### src/rtl/fetch_stage_pkg.sv
// Shared definitions for the instruction fetch stage.
//   NOP_INSTR        : value loaded into IF/ID on a bubble or flush
//   fetch_state_t    : fetch FSM encoding (FETCH / DRAIN)
//   DEFAULT_RESET_PC : default first fetch address after reset
package fetch_stage_pkg;

    localparam logic [31:0] NOP_INSTR        = 32'h0000_0000;
    localparam logic [31:0] DEFAULT_RESET_PC = 32'h0000_0000;

    typedef enum logic {
        FETCH = 1'b0,   // request outstanding at pc
        DRAIN = 1'b1    // stale request outstanding, its data is thrown away
    } fetch_state_t;

    // Redirect targets are always word aligned.
    function automatic logic [31:0] word_align(input logic [31:0] a);
        return {a[31:2], 2'b00};
    endfunction

endpackage

### src/rtl/fetch_stage_sat_counter.sv
// Saturating up-counter.
//   clk   : clock
//   clear : synchronous clear (highest priority)
//   inc   : add one this cycle unless already all-ones
//   count : current value
module sat_counter #(
    parameter int W = 32
) (
    input  logic         clk,
    input  logic         clear,
    input  logic         inc,
    output logic [W-1:0] count
);

    always_ff @(posedge clk) begin
        if (clear)
            count <= '0;
        else if (inc && (count != {W{1'b1}}))
            count <= count + 1'b1;
    end

endmodule

### src/rtl/fetch_stage.sv
// Instruction fetch stage: PC register, instruction memory request
// interface, IF/ID pipeline register and a stall counter.
//   clk, rst_n                  : clock, synchronous active-low reset
//   pc_write, if_id_write       : hazard unit holds (0 = hold)
//   branch_taken/branch_target  : taken branch resolved in ID
//   jump/jump_target            : jump decoded in ID
//   imem_req/imem_addr          : fetch request, address stable until ready
//   imem_ready/imem_rdata       : fetch completion and data
//   if_id_instr/pc4/valid       : IF/ID register contents
//   stall_count                 : saturating count of pc_write==0 cycles
module fetch_stage
    import fetch_stage_pkg::*;
#(
    parameter logic [31:0] RESET_PC = DEFAULT_RESET_PC,
    parameter int          CNT_W    = 32
) (
    input  logic             clk,
    input  logic             rst_n,
    input  logic             pc_write,
    input  logic             if_id_write,
    input  logic             branch_taken,
    input  logic [31:0]      branch_target,
    input  logic             jump,
    input  logic [31:0]      jump_target,
    output logic             imem_req,
    output logic [31:0]      imem_addr,
    input  logic             imem_ready,
    input  logic [31:0]      imem_rdata,
    output logic [31:0]      if_id_instr,
    output logic [31:0]      if_id_pc4,
    output logic             if_id_valid,
    output logic [CNT_W-1:0] stall_count
);

    fetch_state_t state, state_nxt;
    logic [31:0]  pc, pc_nxt;
    logic [31:0]  pending, pending_nxt;
    logic [31:0]  instr_nxt, pc4_nxt;
    logic         valid_nxt;

    logic         redirect, accept;
    logic [31:0]  target, pc_plus4;

    assign redirect = pc_write & (branch_taken | jump);
    assign target   = word_align(branch_taken ? branch_target : jump_target);
    assign pc_plus4 = pc + 32'd4;
    assign accept   = (state == FETCH) & imem_ready & pc_write & if_id_write & ~redirect;

    // While draining, pc still holds the stale address, so the request
    // stays stable without a separate address register.
    assign imem_req  = 1'b1;
    assign imem_addr = pc;

    always_comb begin
        state_nxt   = state;
        pc_nxt      = pc;
        pending_nxt = pending;
        instr_nxt   = if_id_instr;
        pc4_nxt     = if_id_pc4;
        valid_nxt   = if_id_valid;

        if (redirect) begin
            // Flush regardless of if_id_write: the instruction behind a
            // redirect is on the wrong path.
            instr_nxt = NOP_INSTR;
            valid_nxt = 1'b0;
            if (imem_ready) begin
                pc_nxt    = target;
                state_nxt = FETCH;
            end else begin
                pending_nxt = target;
                state_nxt   = DRAIN;
            end
        end else begin
            case (state)
                FETCH: begin
                    if (accept) begin
                        pc_nxt    = pc_plus4;
                        instr_nxt = imem_rdata;
                        pc4_nxt   = pc_plus4;
                        valid_nxt = 1'b1;
                    end else if (if_id_write) begin
                        instr_nxt = NOP_INSTR;
                        valid_nxt = 1'b0;
                    end
                end
                DRAIN: begin
                    if (if_id_write) begin
                        instr_nxt = NOP_INSTR;
                        valid_nxt = 1'b0;
                    end
                    // A PC hold keeps re-requesting the stale address;
                    // its data is still discarded.
                    if (imem_ready && pc_write) begin
                        pc_nxt    = pending;
                        state_nxt = FETCH;
                    end
                end
                default: state_nxt = FETCH;
            endcase
        end
    end

    always_ff @(posedge clk) begin
        if (!rst_n) begin
            state       <= FETCH;
            pc          <= RESET_PC;
            pending     <= 32'h0;
            if_id_instr <= NOP_INSTR;
            if_id_pc4   <= 32'h0;
            if_id_valid <= 1'b0;
        end else begin
            state       <= state_nxt;
            pc          <= pc_nxt;
            pending     <= pending_nxt;
            if_id_instr <= instr_nxt;
            if_id_pc4   <= pc4_nxt;
            if_id_valid <= valid_nxt;
        end
    end

    sat_counter #(.W(CNT_W)) u_stall_cnt (
        .clk   (clk),
        .clear (~rst_n),
        .inc   (~pc_write),
        .count (stall_count)
    );

endmodule
### config.mk
export PLATFORM = sky130hd
export DESIGN_NAME = fetch_stage
export DESIGN_NICKNAME = d
export VERILOG_FILES = /design/src/rtl/fetch_stage_pkg.sv /design/src/rtl/fetch_stage_sat_counter.sv /design/src/rtl/fetch_stage.sv
export SDC_FILE = /design/constraint.sdc
export NUM_CORES = 1
export LEC_CHECK = 0
export ABC_AREA = 1
export ABC_CLOCK_PERIOD_IN_PS = 2100
export CAP_MARGIN = 25
export CORE_MARGIN = 2
export CORE_UTILIZATION = 28
export CTS_BUF_LIST = sky130_fd_sc_hd__clkbuf_2
export DETAILED_ROUTE_END_ITERATION = 10
export SLEW_MARGIN = 20
export SYNTH_ARGS = -nofsm -noshare
export SYNTH_HDL_FRONTEND = slang
export SYNTH_SLANG_ARGS = --single-unit
### constraint.sdc
create_clock -name clk -period 2.1 [get_ports clk]
set_input_delay 0.42 -clock clk [delete_from_list [all_inputs] [get_ports clk]]
set_output_delay 0.42 -clock clk [all_outputs]
set_load 0.03 [all_outputs]
* Word-level counts from Yosys, hierarchy flattened
Cells that the tools add are included.
Cells by class: reductions and logical operators 6, mux-type cells 16, bitwise gates (word level) 11, eq/ne operators 4, add/sub/neg operators 2
Operator list (number):
- 2-to-1 mux 32 bit | 7
- case mux 32 bit (2 select lines) | 2
- adder 32 x 1 -> 32 bit, second input constant | 1
- adder 32 x 3 -> 32 bit, second input constant | 1
- != test 32 bit, second input constant | 1
- 2-to-1 mux 1 bit | 6
- AND reduction 3 bit | 2
- AND 1 bit | 5
- inverter 1 bit | 5
- != test 3 x 1 -> 1 bit, second input constant | 1
- != test 3 bit, second input constant | 1
- logical AND 1 bit | 2
- != test 2 bit, second input constant | 1
- case mux 1 bit (2 select lines) | 1
- AND reduction 2 bit | 1
- OR reduction 2 bit | 1
- OR 1 bit | 1
Word-level totals: register bits after elaboration 160, logic and storage cells 46, output and inout bits 130, input bits 103

* Longest topological paths before layout
Gate-level depths: netlist of the first run.
depth after elaboration 8, gate-level depth with buffers 12, gate-level depth less buffers 11

* Modules after synthesis
A second synthesis of the first run with hierarchy kept.
Second synthesis, totals: cell total of the unflattened synthesis 1204, area total of the unflattened synthesis 8152.8 um^2
Modules (own cells, without submodules):
- fetch_stage | cells each 880, instances 1, area each 6090.8 um^2, seq. area each 2482.4 um^2
- sat_counter | cells each 324, instances 1, area each 2062.0 um^2, seq. area each 640.6 um^2

* Least setup slack after synthesis of the first run
OpenSTA, ideal clock, no wires.
kind reg-to-reg, from register u_stall_cnt.count[1], to register u_stall_cnt.count[11], setup slack 80 ps, stages on the path, launching flop included 13, library setup time 132 ps, clock period less this slack 2020 ps, required time 1968 ps, data arrival time 1887 ps, buffers on the path 2, path through dfxtp_1 -> ha_1 -> inv_1 -> nor2_4 -> nand2_1 -> nor2_1 -> nand2_1 -> nand2_1 -> inv_1 -> buf_2 -> buf_2 -> nand2_1 -> a21oi_1
Between the ends: word-level cells in the longest chain between the ends 2, elaborated cells on any way between the ends 3, classes of those cells add/sub: 1; eq/ne: 1; reduce/logical: 1
Ends and longest elaborated chain:
- from (decl) | RTL line fetch_stage_sat_counter.sv:12 | output logic [W-1:0] count
- from (signal assigned) | RTL line fetch_stage_sat_counter.sv:19 | count <= count + 1'b1;
- branches (longest 2 deep; another with adder 32 x 1 -> 32 bit)
Several ways; the timed one is not identified. A chain may end at the register's enable or synchronous reset.

* Worst setup path after layout of the first run
from register u_stall_cnt.count[8], to output stall_count[8]
RTL lines:
- to (decl) | RTL line fetch_stage.sv:32 | output logic [CNT_W-1:0] stall_count
No word-level cell between the ends.

==> results of run 1 <==
power by group through the flow:
stage | Clock, mW | Sequential [mW] | Combinational, mW
6_report | 1.87 | 3.19 | 1.12
5_1_grt | 2.06 | 3.21 | 1.23
4_1_cts | 1.95 | 3.19 | 1.13
3_5_place_dp | 0 | 3.24 | 1.16
3_3_place_gp | 0 | 3.24 | 1.15
2_1_floorplan | 0 | 3.35 | 0.496
metrics by stage:
step           TNS [ns]  power, mW  instances  hold WS (ns)  area (sq um)
2_1_floorplan         0      3.846       1219        0.4205          8084
3_3_place_gp   -0.03009      4.387       1797        0.4277         10900
3_5_place_dp    -0.7895      4.397       1797        0.4400         10900
4_1_cts               0      6.272       1830        0.1170         11150
5_1_grt        -0.01664      6.506       1832       0.08450         11140
6_report              0      6.183       1832        0.1958         11140
cell usage after synthesis, types with 3 or more instances:
cell type,count,area [sq um]
xor2_1,16,140.1
mux2i_1,28,280.3
buf_4,6,45.04
and2_1,3,18.77
nand3b_1,13,97.59
clkbuf_1,37,138.9
xnor2_1,7,61.31
o211ai_1,20,150.1
o21ai_0,83,415.4
a21oi_1,185,925.9
buf_2,19,95.09
inv_1,121,454.2
dfxtp_1,156,3123
nand3_1,59,295.3
nand2_1,335,1257
nor2_1,102,382.9
buf_1,4,15.01
area by class of cell:
| type | instances | area, sq um |
|---|---|---|
| Fill cell | 3065 | 17410 |
| Multi-Input combinational cell | 873 | 4198 |
| Sequential cell | 156 | 3179 |
| Timing Repair Buffer | 264 | 2560 |
| Tap cell | 384 | 480.5 |
| Inverter | 123 | 461.7 |
| Clock inverter | 15 | 176.4 |
| Clock buffer | 17 | 85.08 |
state kept, by name, indices dropped and copies added (netlist names):
signal	cells
u_stall_cnt.count	32
state	1
pending	30
if_id_instr	32
imem_addr	30
if_id_pc4	30
if_id_valid	1
routing by layer:
layer  vias to the layer above  GRT usage (%)
met5                         -              0
met4                         0          4.272
met3                        25          4.649
met2                       236          28.57
met1                      3846          22.11
li1                       4353              -
kinds of logic (layout without fill, tap and decap cells):
| group | after synthesis | after routing | synth area share, % |
|---|---|---|---|
| buffers and inverters | 190 | 419 | 9.501 |
| XOR/XNOR | 23 | 23 | 2.495 |
| flip-flops | 156 | 156 | 38.69 |
| other | 2 | 5 | 0.09303 |
| AO/OA/AOI/OAI | 295 | 295 | 19.16 |
| AND/OR/NAND/NOR | 519 | 519 | 26.15 |
| multiplexers | 29 | 29 | 3.611 |
| adder cells (fa/ha/maj) | 2 | 2 | 0.3099 |
repair_timing:
action,4_1_cts,5_1_grt
gates resized for setup,234,100
hold endpoints to repair,5,0
setup buffers,0,2
endpoints found under the setup margin,125,89
hold buffers,1,0
worst min path at each step:
stage / start / to / slack [ns]
2_1_floorplan: pending[4]$_SDFFE_PN0P_ / pending[4]$_SDFFE_PN0P_ / 0.42
3_3_place_gp: pending[4]$_SDFFE_PN0P_ / pending[4]$_SDFFE_PN0P_ / 0.43
3_5_place_dp: pending[4]$_SDFFE_PN0P_ / pending[4]$_SDFFE_PN0P_ / 0.44
4_1_cts: imem_rdata[25] / if_id_instr[25]$_SDFF_PP0_ / 0.12
5_1_grt: imem_rdata[29] / if_id_instr[29]$_SDFF_PP0_ / 0.08
6_report: imem_rdata[31] / if_id_instr[31]$_SDFF_PP0_ / 0.20
==> flow_summary.json, run 1 <==
{
  "status": "finished clean",
  "whs_path_depth": 3,
  "grt_pass1_wl_um": 41850,
  "p_sw_mw": 2.025,
  "reg2reg_depth": 11,
  "critPathMaxFanout": 5,
  "dieWidth_um": 173.8,
  "pin_count": 233,
  "mostFrequentLayoutCell": "nand2_1",
  "power.leakage_nw": 4.512,
  "reg2reg_slack_ns": 0.21,
  "sw_frac_of_total_pct": 32.75,
  "worst_path_max_delay_cell": "dfxtp_1",
  "cp-end-kind": "output port",
  "post-route-util_pct": 39.03,
  "min_period_ns": 1.971,
  "grt_pass1_vias": 7869,
  "slew_violations": 0,
  "drc": 0,
  "cts_tree": "done",
  "cts_sinks": 156,
  "synth.distinct_cells": 34,
  "antenna_found_initial": 0,
  "core-area_sq_mm": 0.02855,
  "comb_power_share_pct": 18.1,
  "critical-path-max-stage-delay_ns": 0.51,
  "crit_family": "flip-flops",
  "async_flop_share_pct": 0,
  "wl_met2_um": 12350,
  "setup_violations": 0,
  "cts_buffer_depth": 2,
  "crit_buf_inv": 1,
  "power.share.clock_pct": 30.3,
  "fmax_mhz": 507.3,
  "ys_seq_elements": 156,
  "met1_length_um": 11850,
  "dpl.hpwl_um": 19240,
  "fin_crit_sh_pct": 93.86,
  "hp-class": "primary input to register",
  "reg2reg_to": "u_stall_cnt.count[17]$_SDFFE_PN0P_",
  "clock_latency_ns": 0.73,
  "vias": 8460,
  "worst_slack_ns": 0.1289,
  "top_layer_used": "met4",
  "seq_area_frac_synth_pct": 38.69,
  "io_buffers": 223,
  "clkSlewWorstSetupHoldPaths_ns": 0.28,
  "synth-edff-count": 0,
  "row_count": 62,
  "synth_area_sq_mm": 0.008073,
  "grtUsageTotal_pct": 17.19,
  "synthCells": 1216,
  "p_per_area_mw_per_mm2": 555.0,
  "cts_root_buf": "clkbuf_2",
  "relSlewSlack_pct": 64.76,
  "die_area_sq_mm": 0.03020,
  "htreeDepth": 4,
  "final_nets": 1540,
  "p_int_mw": 4.158,
  "ys.flop_type": "dfxtp_1",
  "grt_remaining_overflow": 0,
  "finalClockSkew_ns": 0.05415,
  "avgRoutedWirePerCell_um": 14.43,
  "pre_cts_ws_ns": -0.03770,
  "area_delta_synth_final_pct": 38.00,
  "wl_met3_um": 1778,
  "critical_path_class": "register to output port",
  "max-cap-violations": 0,
  "n_antenna_cell": 0,
  "power.share.sequential_pct": 51.6,
  "start_util_pct": 28.28,
  "grt_start_max_net_pins": 61,
  "wirelength_um": 26440,
  "gp_congestion": 0.8845,
  "hold_viol": 0,
  "peakVddDrop_v": 0.0003831,
  "ant_nets": 0,
  "crit_start": "u_stall_cnt.count[8]$_SDFFE_PN0P_",
  "path_cells": "clkdlybuf4s15_2",
  "worstPathRequired_ns": 1.68,
  "start_kind": "register",
  "final_layout_size_suffix_gt1_share_pct": 13.40,
  "reg2reg_from": "u_stall_cnt.count[0]$_SDFFE_PN0P_",
  "cp.depth": 1,
  "worstMarginPinSlew_ns": 0.5230,
  "yosysWarnings": 0,
  "synth_area_per_cell_sq_um": 6.639,
  "final_cell_mix": "nand2_1 (335), a21oi_1 (185), inv_1 (121)",
  "vias_per_cell": 4.618,
  "worstPathArrival_ns": 1.55,
  "drt_iter0_markers": 513,
  "critPathCapture": "stall_count[8]",
  "die_y_um": 173.8,
  "cts_buffers": 17,
  "first_pass_iters": 5
}
(Power assumes the default switching activity.)
==> inputs of run 2 (changes only) <==
--- a/config.mk
+++ b/config.mk
@@ -6,12 +6,12 @@
 export NUM_CORES = 1
 export LEC_CHECK = 0
 export ABC_AREA = 1
-export ABC_CLOCK_PERIOD_IN_PS = 2100
 export CAP_MARGIN = 25
 export CORE_MARGIN = 2
 export CORE_UTILIZATION = 28
 export CTS_BUF_LIST = sky130_fd_sc_hd__clkbuf_2
 export DETAILED_ROUTE_END_ITERATION = 10
+export REMOVE_ABC_BUFFERS = 1
 export SLEW_MARGIN = 20
 export SYNTH_ARGS = -nofsm -noshare
 export SYNTH_HDL_FRONTEND = slang
==> run 2 against run 1 <==
Sequential share of layout area is 0.19 points higher. Power shrank 4.9%. Die area is the same. Critical path depth is the same. Clock power fell by 17%. Global-route usage grew 0.068 points. Clock skew down 0.014 ns. Highest routed layer unchanged. First-iteration DRC count rose by 2.9%.
==> flow_summary.json, run 2 (same netlist as run 1, synthesis figures left out) <==
{
  "status": "finished clean",
  "cp-end-kind": "output port",
  "top_regs": "if_id_instr x32, u_stall_cnt.count x32",
  "hp-class": "primary input to register",
  "peakVddDrop_v": 0.0002095,
  "whs_path_depth": 3,
  "crit_buf_inv": 1,
  "place_area_sq_mm": 0.01089,
  "row_count": 62,
  "placedCellCount": 1793,
  "fin_cells": 1826,
  "grt_remaining_overflow": 0,
  "avgRoutedWirePerCell_um": 14.57,
  "drc": 0,
  "slew_violations": 0,
  "clkSlewWorstSetupHoldPaths_ns": 0.26,
  "grt_start_max_net_pins": 41,
  "core-area_sq_mm": 0.02855,
  "cp.depth": 1,
  "antenna_found_initial": 1,
  "io_buffers": 223,
  "drt_iter0_markers": 528,
  "wirelength_um": 26610,
  "finalClockSkew_ns": 0.03992,
  "start_kind": "register",
  "path_cells": "clkdlybuf4s15_2",
  "cts_buffer_depth": 2,
  "clock_latency_ns": 0.72,
  "grtUsageTotal_pct": 17.26,
  "postCtsHoldBufs": 0,
  "final_cell_mix": "nand2_1 (335), a21oi_1 (185), inv_1 (121)",
  "p_per_area_mw_per_mm2": 533.2,
  "reg2reg_depth": 9,
  "grt_pass1_wl_um": 41610,
  "fin_crit_sh_pct": 94.34,
  "worst_path_max_delay_cell": "dfxtp_1",
  "htreeDepth": 4,
  "postCtsSetupBuffers": 0,
  "grt_pass1_vias": 7647,
  "critical_path_class": "register to output port",
  "area_delta_synth_final_pct": 36.59,
  "mostFrequentLayoutCell": "nand2_1",
  "dieWidth_um": 173.8,
  "gp_congestion": 0.8948,
  "dpl.hpwl_um": 19480,
  "min_period_ns": 1.981,
  "cts_sinks": 156,
  "fill_cells": 3081,
  "setup_violations": 0,
  "die_y_um": 173.8,
  "start_util_pct": 28.28,
  "rsz0062_at_grt": "no",
  "first_pass_iters": 5,
  "max-cap-violations": 0,
  "vias": 8433,
  "hold_viol": 0,
  "worstPathArrival_ns": 1.56,
  "final_layout_size_suffix_gt1_share_pct": 12.63,
  "cts_buffers": 17,
  "cts_tree": "done",
  "critical-path-max-stage-delay_ns": 0.51,
  "crit_family": "flip-flops",
  "ant_nets": 0,
  "cts_root_buf": "clkbuf_2",
  "critPathMaxFanout": 5,
  "die_area_sq_mm": 0.03020,
  "fmax_mhz": 504.7,
  "worstPathRequired_ns": 1.68,
  "vias_per_cell": 4.618,
  "design_area_sq_mm": 0.01103,
  "final_nets": 1533,
  "pin_count": 233,
  "power.leakage_nw": 4.484
}
run 2: stage by stage:
step	power (mW)	util [%]	worst slack [ns]	hold slack (ns)	TNS (ns)
floorplan	3.778	-	-1.312	0.4199	-124.47
global placement	4.398	38.15	-0.09119	0.4310	-1.635
detailed placement	4.406	38.15	-0.1402	0.4352	-3.113
CTS	5.955	38.79	0.002028	0.06898	0
global route	6.187	38.63	0.0003330	0.06266	0
finish	5.880	38.63	0.1188	0.1566	0
run 2: layout make-up:
| type | instances | area [sq um] | area share, % |
|---|---|---|---|
| antenna | 1 | 2.502 | 0.02269 |
| clock buffer | 18 | 90.09 | 0.8170 |
| clock inverter | 14 | 111.4 | 1.010 |
| inverter | 123 | 461.7 | 4.187 |
| multi-input combinational | 873 | 4200 | 38.09 |
| sequential | 156 | 3168 | 28.73 |
| tap | 384 | 480.5 | 4.357 |
| timing repair buffer | 257 | 2512 | 22.78 |
run 2: repair_timing:
| item | 4_1_cts | 5_1_grt |
|---|---|---|
| hold endpoints to repair | 0 | 0 |
| gates resized for setup | 235 | 84 |
| pin swaps | 0 | 0 |
| endpoints found under the setup margin | 125 | 89 |
run 2: power breakdown:
group / switching, mW / internal, mW / total, mW
Sequential: 0.0980 / 3.09 / 3.19
Combinational: 0.656 / 0.477 / 1.13
Clock: 1.22 / 0.344 / 1.56
run 2: worst register-to-register path, delay by kind of cell, from the launching register on:
kind / cells / cell delay (ns)
adder cells (fa/ha/maj): 1 / 0.19
flip-flops: 1 / 0.40
AND/OR/NAND/NOR: 7 / 1.22
AO/OA/AOI/OAI: 1 / 0.10
run 2: final timing paths:
check / start / end / slack, ns
max: imem_addr[10]$_SDFFE_PN0P_ / imem_addr[10] / 0.12
min: rst_n / u_stall_cnt.count[17]$_SDFFE_PN0P_ / 0.16
max reg2reg: imem_addr[2]$_SDFFE_PN0P_ / imem_addr[20]$_SDFFE_PN0P_ / 0.19
min reg2reg: pending[7]$_SDFFE_PN0P_ / pending[7]$_SDFFE_PN0P_ / 0.46
run 2: routing by layer:
metal,up-vias,share of wire [%],track usage (%)
li1,4352,-,-
met1,3831,46,22.61
met2,228,47,28.25
met3,22,5.7,4.408
met4,0,1.2,4.482
met5,-,0,0
